<file path="config.mk">
export PLATFORM = sky130hd
export DESIGN_NAME = led_fader
export DESIGN_NICKNAME = d
export VERILOG_FILES = /design/src/rtl/led_pkg.sv /design/src/rtl/led_pwm.sv /design/src/rtl/led_fader.sv
export SDC_FILE = /design/constraint.sdc
export NUM_CORES = 1
export LEC_CHECK = 0
export ABC_AREA = 1
export BUFFER_PORTS_ARGS = -buffer_cell sky130_fd_sc_hd__buf_2
export CAP_MARGIN = 15
export CORE_MARGIN = 2
export CORE_UTILIZATION = 61
export DETAILED_ROUTE_END_ITERATION = 12
export PLACE_DENSITY = 0.86
export SYNTH_ARGS = -nofsm -noshare
export SYNTH_HDL_FRONTEND = slang
export SYNTH_SLANG_ARGS = --single-unit
</file>
<file path="constraint.sdc">
create_clock -name clk -period 4 [get_ports clk]
set_clock_uncertainty 0.05 [all_clocks]
set_input_delay 0.8 -clock clk [delete_from_list [all_inputs] [get_ports clk]]
set_output_delay 0.8 -clock clk [all_outputs]
set_load 0.05 [all_outputs]
</file>
<file path="src/rtl/led_pkg.sv">
// Shared constants and helpers for the LED fader output stage.
package led_pkg;

    // Default brightness resolution in bits.
    localparam int unsigned PwmBitsDefault = 8;

    // Ramp direction chosen for the current cycle.
    typedef enum logic [1:0] {
        RampHold,
        RampUp,
        RampDown
    } ramp_e;

    // Clock cycles per brightness step. Returns 0 for an unusable step rate.
    function automatic int unsigned calc_div(input int unsigned clk_freq_hz,
                                             input int unsigned step_hz);
        return (step_hz == 0) ? 0 : clk_freq_hz / step_hz;
    endfunction

    // Largest brightness level for a given resolution.
    function automatic int unsigned level_max(input int unsigned bits);
        return (32'd1 << bits) - 32'd1;
    endfunction

endpackage

</file>
<file path="src/rtl/led_pwm.sv">
// PWM renderer: free-running counter over 2^N-1 cycles with a registered compare.
module led_pwm
    import led_pkg::*;
#(
    parameter int unsigned pwm_bits = PwmBitsDefault
) (
    input  logic                clk,
    input  logic                rst,
    input  logic [pwm_bits-1:0] level,
    output logic                o
);

    // Last counter value; the period is 2^N-1 so full scale gives a constant high.
    localparam logic [pwm_bits-1:0] PLast = pwm_bits'(level_max(pwm_bits) - 1);

    logic [pwm_bits-1:0] p_q, p_d;
    logic                o_q, o_d;

    // Next counter value and compare result.
    always_comb begin
        p_d = (p_q == PLast) ? '0 : p_q + pwm_bits'(1);
        o_d = (p_q < level);
    end

    // Counter and output register.
    always_ff @(posedge clk or posedge rst) begin
        if (rst) begin
            p_q <= '0;
            o_q <= 1'b0;
        end else begin
            p_q <= p_d;
            o_q <= o_d;
        end
    end

    assign o = o_q;

endmodule

</file>
<file path="src/rtl/led_fader.sv">
// Breathing LED stage: synchronises the blinky output, ramps brightness toward it at a
// fixed step rate and renders the brightness through led_pwm.
module led_fader
    import led_pkg::*;
#(
    parameter int unsigned clk_freq_hz = 125_000_000,
    parameter int unsigned step_hz     = 1_000,
    parameter int unsigned pwm_bits    = PwmBitsDefault
) (
    input  logic                clk,
    input  logic                rst,
    input  logic                i,
    input  logic                en,
    output logic                o,
    output logic [pwm_bits-1:0] level,
    output logic                busy
);

    localparam int unsigned Div  = calc_div(clk_freq_hz, step_hz);
    localparam int unsigned CntW = (Div > 1) ? $clog2(Div) : 1;
    localparam logic [CntW-1:0]     CntLast  = CntW'(Div - 1);
    localparam logic [pwm_bits-1:0] LevelMax = pwm_bits'(level_max(pwm_bits));

    if (Div < 1) begin : g_div_check
        $error("led_fader: clk_freq_hz/step_hz must be at least 1");
    end

    logic [1:0]          sync_q, sync_d;
    logic [CntW-1:0]     cnt_q, cnt_d;
    logic [pwm_bits-1:0] level_q, level_d;
    logic                i_s;
    logic                tick;
    logic [pwm_bits-1:0] target;
    ramp_e               ramp;

    assign i_s    = sync_q[1];
    assign tick   = (cnt_q == CntLast);
    assign target = i_s ? LevelMax : '0;

    // Synchroniser shift, prescaler advance and saturating level ramp.
    always_comb begin
        sync_d = {sync_q[0], i};

        cnt_d = cnt_q;
        if (en) begin
            cnt_d = tick ? '0 : cnt_q + CntW'(1);
        end

        ramp = RampHold;
        if (en && tick) begin
            if (i_s && (level_q != LevelMax)) begin
                ramp = RampUp;
            end else if (!i_s && (level_q != '0)) begin
                ramp = RampDown;
            end
        end

        level_d = level_q;
        unique case (ramp)
            RampUp:   level_d = level_q + pwm_bits'(1);
            RampDown: level_d = level_q - pwm_bits'(1);
            RampHold: level_d = level_q;
            default:  level_d = level_q;
        endcase
    end

    // State registers.
    always_ff @(posedge clk or posedge rst) begin
        if (rst) begin
            sync_q  <= '0;
            cnt_q   <= '0;
            level_q <= '0;
        end else begin
            sync_q  <= sync_d;
            cnt_q   <= cnt_d;
            level_q <= level_d;
        end
    end

    assign level = level_q;
    assign busy  = (level_q != target);

    led_pwm #(
        .pwm_bits(pwm_bits)
    ) u_pwm (
        .clk  (clk),
        .rst  (rst),
        .level(level_q),
        .o    (o)
    );

endmodule

</file>
==> results of run 1 <==
[report_power, final]
part / internal [uW] / switching (uW)
registers: 401 / 45.0
logic: 50.8 / 99.7
clock network: 153 / 129
total: 605 / 273
[worst min-delay path by stage]
stage / end / slack [ns] / cells after the start
after floorplan: sync_q[1] / 0.28 / 0
after global placement: sync_q[1] / 0.29 / 0
after detailed placement: sync_q[1] / 0.29 / 0
after CTS: sync_q[1] / 0.31 / 0
after global routing: sync_q[1] / 0.32 / 0
final: sync_q[1] / 0.31 / 0
[cell usage after synthesis (2+ instances only)]
cell	n	area share
or2_2	3	0.0078
nand2_2	2	0.0052
nor2_2	4	0.010
nor2_1	51	0.080
o21ai_0	7	0.015
ha_1	17	0.089
xor2_1	4	0.015
dfrtp_1	36	0.38
nand2_1	85	0.13
nand4_1	9	0.023
nor3_1	4	0.0084
a21oi_1	10	0.021
inv_1	52	0.081
o22ai_1	4	0.010
nand3_1	22	0.046
nand3b_1	4	0.013
xnor2_1	3	0.011
[state kept, by name, summed over array words and instances, names as in the netlist]
signal     cells
cnt_q         17
u_pwm.o        1
u_pwm.p_q      8
level          8
sync_q         2
[critical path: cells and delay by family (launching register included)]
kind	cells	cell delay, ns
compound gates	1	0.14
flops	1	0.39
simple gates	8	1.32
fa+ha+maj	3	0.99
[cells by family after synthesis]
kind of cell | count (synthesis)
xor+xnor | 7
compound gates | 24
flops | 36
buf+inv | 56
simple gates | 191
fa+ha+maj | 18
[area by class of cell]
class / instances / area share
flip-flops and latches: 36 / 0.345
well taps: 48 / 0.0230
multi-input cells: 240 / 0.490
inverters: 54 / 0.0776
repair buffers: 14 / 0.0278
clock buffers: 7 / 0.0369
[through the flow]
stage,setup slack (ns),std cells,hold slack (ns),util
after floorplan,1.34,332,0.281,-
after global placement,1.13,392,0.285,0.677
after detailed placement,1.05,392,0.291,0.677
after CTS,1.08,399,0.307,0.703
after global routing,0.910,399,0.315,0.703
final,1.05,399,0.310,0.703
[metal layers]
metal / vias to the layer above / wire length (um) / track usage
met5: - / 0 / 0
met4: 0 / 80 / 0.0765
met3: 10 / 222 / 0.0456
met2: 44 / 2380 / 0.430
met1: 1001 / 2400 / 0.326
li1: 1088 / - / -
==> results_dict.tcl, run 1 <==
set metrics [dict create \
    cts_made_buffers 5 \
    netlist_instances 332 \
    grt_overflow 0 \
    drv_cap 0 \
    syn_nets 354 \
    synth_ff_type "dfrtp_1" \
    slowest_stage "dfrtp_1" \
    drc 0 \
    synth.area.mux_share 0 \
    synth_top_family_by_area "simple AND/OR/NAND/NOR gates" \
    synth_edf_count 0 \
    clock_path_buffers 2 \
    status "completed" \
    slew_viol_final 0 \
    yosysWarnings 0 \
    first_pass_iters 4 \
    die_x_um 66.7 \
    cts_num_sinks 36 \
    critPathKind "reg -> reg" \
    area_growth_pct 9.03 \
    yosysUniqueCellTypes 32 \
    worstRegToRegCells 12 \
    grt_pass1_vias 1994 \
    worstPathRequired_ns 4.15 \
    clkTransAtPathRegs_ns 0.07 \
    drt_iter0_markers 199 \
    worst_pin_slew_ns 0.916 \
    avgSynthCellArea_sq_um 7.22 \
    critical_path.startpoint "cnt_q[1]" \
    p_total_uw 879 \
    cts_resized 0 \
    insertion_delay_ns 0.29 \
    critPathLaunchType "flip-flop" \
    crit_chain "ha_1, nand4_1, nor2_2, nand3_2, or2_1, ha_1, ha_1, or2_2, and2_1, nand2_1, nand2_1, o22ai_1" \
    multiInputGateArea_sq_um 1280 \
    max_freq_mhz 339 \
    numPortBuffers 13 \
    die_y_um 66.7 \
    slowest_delay_ns 0.39 \
    fp.dieArea_sq_um 4450 \
    hold_violations 0 \
    gp_congestion 0.958 \
    rows 22 \
    ios 14 \
    cts_max_level 2 \
    endpoint "level[4]" \
    synthesis.area_sq_um 2400 \
    routed_wirelength_um 5080 \
    drive_gt1_frac 0.0997 \
    grt_max_degree 25 \
    post-cts-setup-buffers 0 \
    r2r_end "level[4]" \
    cts_tree "yes" \
    r2r_setup_slack_ns 1.05 \
    synth-adder-area-share 0.0971 \
    synthSimpleGateAreaFrac 0.357 \
    worstPathArrival_ns 3.10 \
    relSlewSlack 0.389 \
    num-nets-final 373 \
    num-fill-cells 305 \
    cellPowerDensity_nw_per_um2 336 \
    final_cell_mix "85 x nand2_1, 52 x inv_1, 51 x nor2_1" \
    hold_buffers 0 \
    ff_latch_area_sq_um 901 \
    holdCritStartpoint "sync_q[0]" \
    antenna_cells 0 \
    ys_seq_area_frac 0.376 \
    root_buffer "clkbuf_8" \
    final_common_cell "nand2_1" \
    crit_fanout 8 \
    routedWlPerCell_um 12.7 \
    routed-via-count 2143 \
    final_cell_area_sq_um 2610 \
    antenna_found_initial 0 \
    via_per_inst 5.37 \
    setup_viol 0 \
    cpMostUsedCell "ha_1" \
    coreArea_sq_um 3720 \
    yosys_register_bits 36 \
    grt_first_pass_wirelength_um 8480 \
    ir_worst_vdd_uv 230 \
    synth-async-reset-ratio 1.00 \
    start_util 0.645 \
    hpwl_um 3880 \
    rsz0062_at_grt "false" \
    critPathCaptureType "flip-flop" \
    hold_class "reg -> reg" \
    grt_util_all_layers 0.253 \
    synth_compound_area_frac 0.0543 \
    ant_nets 0 \
    period_share 0.738 \
    dpl-instance-area_sq_um 2520 \
    reg2reg_from "cnt_q[1]" \
    leakage_uw 0.00144 \
    synth_xor_area_frac 0.0256 \
    post-route-min-period_ns 2.95 \
    setup_tns_ns 0 \
]
(Power assumes the default switching activity.)
==> inputs of run 2 (changes only) <==
--- a/config.mk
+++ b/config.mk
@@ -5,13 +5,13 @@
 export SDC_FILE = /design/constraint.sdc
 export NUM_CORES = 1
 export LEC_CHECK = 0
-export ABC_AREA = 1
+export ABC_AREA = 0
 export BUFFER_PORTS_ARGS = -buffer_cell sky130_fd_sc_hd__buf_2
 export CAP_MARGIN = 15
 export CORE_MARGIN = 2
-export CORE_UTILIZATION = 61
+export CORE_UTILIZATION = 54
 export DETAILED_ROUTE_END_ITERATION = 12
-export PLACE_DENSITY = 0.86
+export PLACE_DENSITY = 0.81
 export SYNTH_ARGS = -nofsm -noshare
 export SYNTH_HDL_FRONTEND = slang
 export SYNTH_SLANG_ARGS = --single-unit
==> constraint.sdc (replaced) <==
create_clock -name clk -period 2.4 [get_ports clk]
set_clock_uncertainty 0.05 [all_clocks]
set_input_delay 0.48 -clock clk [delete_from_list [all_inputs] [get_ports clk]]
set_output_delay 0.48 -clock clk [all_outputs]
set_load 0.05 [all_outputs]
==> run 2 against run 1 <==
Largest cell class unchanged. Global-route usage is 0.11 points lower. Worst setup slack got worse by 1.5 ns. Synthesized cell count fell by 33%. Non-clock buffer count grew 51. Clock-buffer cell count is 2 lower. Critical path type unchanged. The run now ends with setup timing left.
==> results_dict.tcl, run 2 <==
set metrics [dict create \
    crit_family "simple AND/OR/NAND/NOR gates" \
    ios 14 \
    grt_overflow 0 \
    syn_nets 246 \
    p_sw_uw 357 \
    leakage_uw 0.00134 \
    synth_most_common_cell "dfrtp_1" \
    ys_seq_area_frac 0.415 \
    fp.dieArea_sq_um 4550 \
    yosysWarnings 0 \
    ff_latch_area_sq_um 902 \
    dp_slack_ns -0.435 \
    swShare 0.273 \
    yosysUniqueCellTypes 46 \
    reg2reg_from "cnt_q[4]" \
    max_freq_mhz 346 \
    netlist_instances 224 \
    final_cell_mix "52 x buf_4, 35 x dfrtp_1, 25 x nor2_1" \
    drv_cap 0 \
    drc 0 \
    num-fill-cells 277 \
    grt_pass1_vias 1905 \
    cpMostUsedCell "ha_4" \
    antenna_cells 0 \
    worstRegToRegCells 13 \
    grt_util_all_layers 0.252 \
    slew_viol_final 0 \
    drt-met1-wl_um 2000 \
    cts_max_level 2 \
    numPortBuffers 13 \
    hold_violations 0 \
    final_common_cell "buf_4" \
    critPathKind "reg -> reg" \
    combPwrFrac 0.164 \
    worst-path-stages 13 \
    crit_buf_inv 1 \
    setup_viol 7 \
    num-nets-final 314 \
    rsz0062_at_grt "true" \
    die_x_um 67.4 \
    cts_num_sinks 36 \
    cts_made_buffers 5 \
    die_y_um 67.4 \
    yosys_register_bits 36 \
    coreArea_sq_um 3940 \
    slowest_stage "dfrtp_1" \
    gp_congestion 0.864 \
    hpwl_um 3720 \
    clkTransAtPathRegs_ns 0.08 \
    stdcell_count 342 \
    avgSynthCellArea_sq_um 9.70 \
    critPathLaunchType "flip-flop" \
    worstPathArrival_ns 3.02 \
    hold_buffers 0 \
    synthesis.area_sq_um 2170 \
    synth_ff_type "dfrtp_1" \
    routedWlPerCell_um 14.4 \
    cts_tree "yes" \
    layout_setup_ws_ns -0.490 \
    synth_edf_count 0 \
    multiInputGateArea_sq_um 1280 \
    ys_top_cells_by_count "36 x dfrtp_1, 27 x nor2_1, 17 x ha_1" \
    largest_reg_flops 17 \
    grt_max_degree 37 \
    root_buffer "clkbuf_8" \
    start_util 0.551 \
    period_share 1.20 \
    clockPowerShare 0.320 \
    top_layer "met4" \
    hold_class "in -> async" \
    ir_worst_vdd_uv 478 \
    synth-async-reset-ratio 1.00 \
    violations "setup timing" \
    first_pass_iters 4 \
    seqPwrFrac 0.516 \
    largest-register "cnt_q" \
    synth_top_area_share 0.415 \
    crit_fanout 8 \
    crit_chain "nor4b_2, nand3_1, nor3_2, nand2_1, or2_4, ha_4, ha_4, a211oi_4, buf_4, o21bai_1, a21oi_1, xor2_1, o21ai_1" \
    worst_pin_slew_ns 0.491 \
    drt_iter0_markers 103 \
    rows 23 \
    cellPowerDensity_nw_per_um2 461 \
    dp_cells 332 \
    r2r_end "level[5]" \
    relSlewSlack 0.671 \
    routed-via-count 1842 \
    post-route-min-period_ns 2.89 \
    worstPathRequired_ns 2.53 \
    insertion_delay_ns 0.29 \
    area_growth_pct 30.7 \
    status "complete, but fails checks" \
    drive_gt1_frac 0.349 \
    grt_first_pass_wirelength_um 8370 \
    wl_met2_um 2540 \
    p_int_uw 952 \
    slowest_delay_ns 0.39 \
    routed-wl-met3_um 215 \
    via_per_inst 5.39 \
    clock_path_buffers 2 \
    antenna_found_initial 0 \
    routed_wirelength_um 4910 \
    ant_nets 0 \
    synth_area_leaders "dfrtp_1 41%, ha_1 9.8%, xnor2_1 4.8%" \
    r2r_setup_slack_ns -0.49 \
    yosysTopAreaCell "dfrtp_1" \
    critPathCaptureType "flip-flop" \
]
run 2: cell count changes after synthesis, moves of 4 or more:
cell	delta
nand3_1	-12
inv_1	-37
nand2_1	-70
xnor2_1	+9
o22ai_1	-4
nor2_1	-24
xor2_1	+7
nand4_1	-4
run 2: cells by family after synthesis:
kind of cell,Yosys count,share of synthesized area
compound gates,35,0.108
mux,3,0.0138
xor+xnor,23,0.0927
flops,36,0.415
fa+ha+maj,18,0.107
simple gates,90,0.227
buf+inv,19,0.0369
run 2: routing by layer:
layer  GRT usage  up-vias
met5           0        -
met4       0.105        0
met3      0.0550       16
met2       0.448       48
met1       0.291      872
li1            -      906
run 2: worst max path at each step:
| stage | startpoint | to | slack [ns] |
|---|---|---|---|
| after floorplan | cnt_q[4] | level[7] | -0.35 |
| after global placement | cnt_q[4] | level[7] | -0.35 |
| after global routing | cnt_q[4] | level[5] | -0.65 |
| final | cnt_q[4] | level[5] | -0.49 |
| after detailed placement | cnt_q[4] | level[7] | -0.44 |
| after CTS | cnt_q[7] | level[7] | -0.43 |
run 2: power by group through the flow:
stage | clock (uW) | combinational [uW] | sequential, uW
after floorplan | 0 | 85.6 | 710
after CTS | 427 | 217 | 675
after global placement | 0 | 203 | 686
after detailed placement | 0 | 216 | 687
final | 419 | 214 | 675
after global routing | 451 | 234 | 681
run 2: repair_timing:
action,4_1_cts,5_1_grt
cloned,0,0
gates resized for setup,3,4
endpoints found under the setup margin,6,7
pin swaps,6,7
buffers inserted,3,1
run 2: layout make-up:
cell class | count | area share
clock buffer | 5 | 0.0242
clock inverter | 2 | 0.00441
inverter | 15 | 0.0198
multi-input combinational | 169 | 0.451
sequential | 36 | 0.318
tap | 50 | 0.0220
timing repair buffer | 65 | 0.160
run 2: tightest hold or removal path: stages:
cell	delay (ns)
buf_2	0.09
inv_1	0.04
buf_4	0.38
run 2: stage by stage:
step                      instance area, sq um  setup TNS (ns)  hold slack, ns  utilization  power [uW]
final                                     2840           -2.28           0.219        0.720        1310
after global routing                      2840           -3.34           0.237        0.720        1370
after CTS                                 2820           -1.92           0.235        0.715        1320
after detailed placement                  2710           -1.68           0.300        0.688         903
after global placement                    2710           -1.27           0.297        0.688         889
after floorplan                           2240           -1.09           0.281            -         795
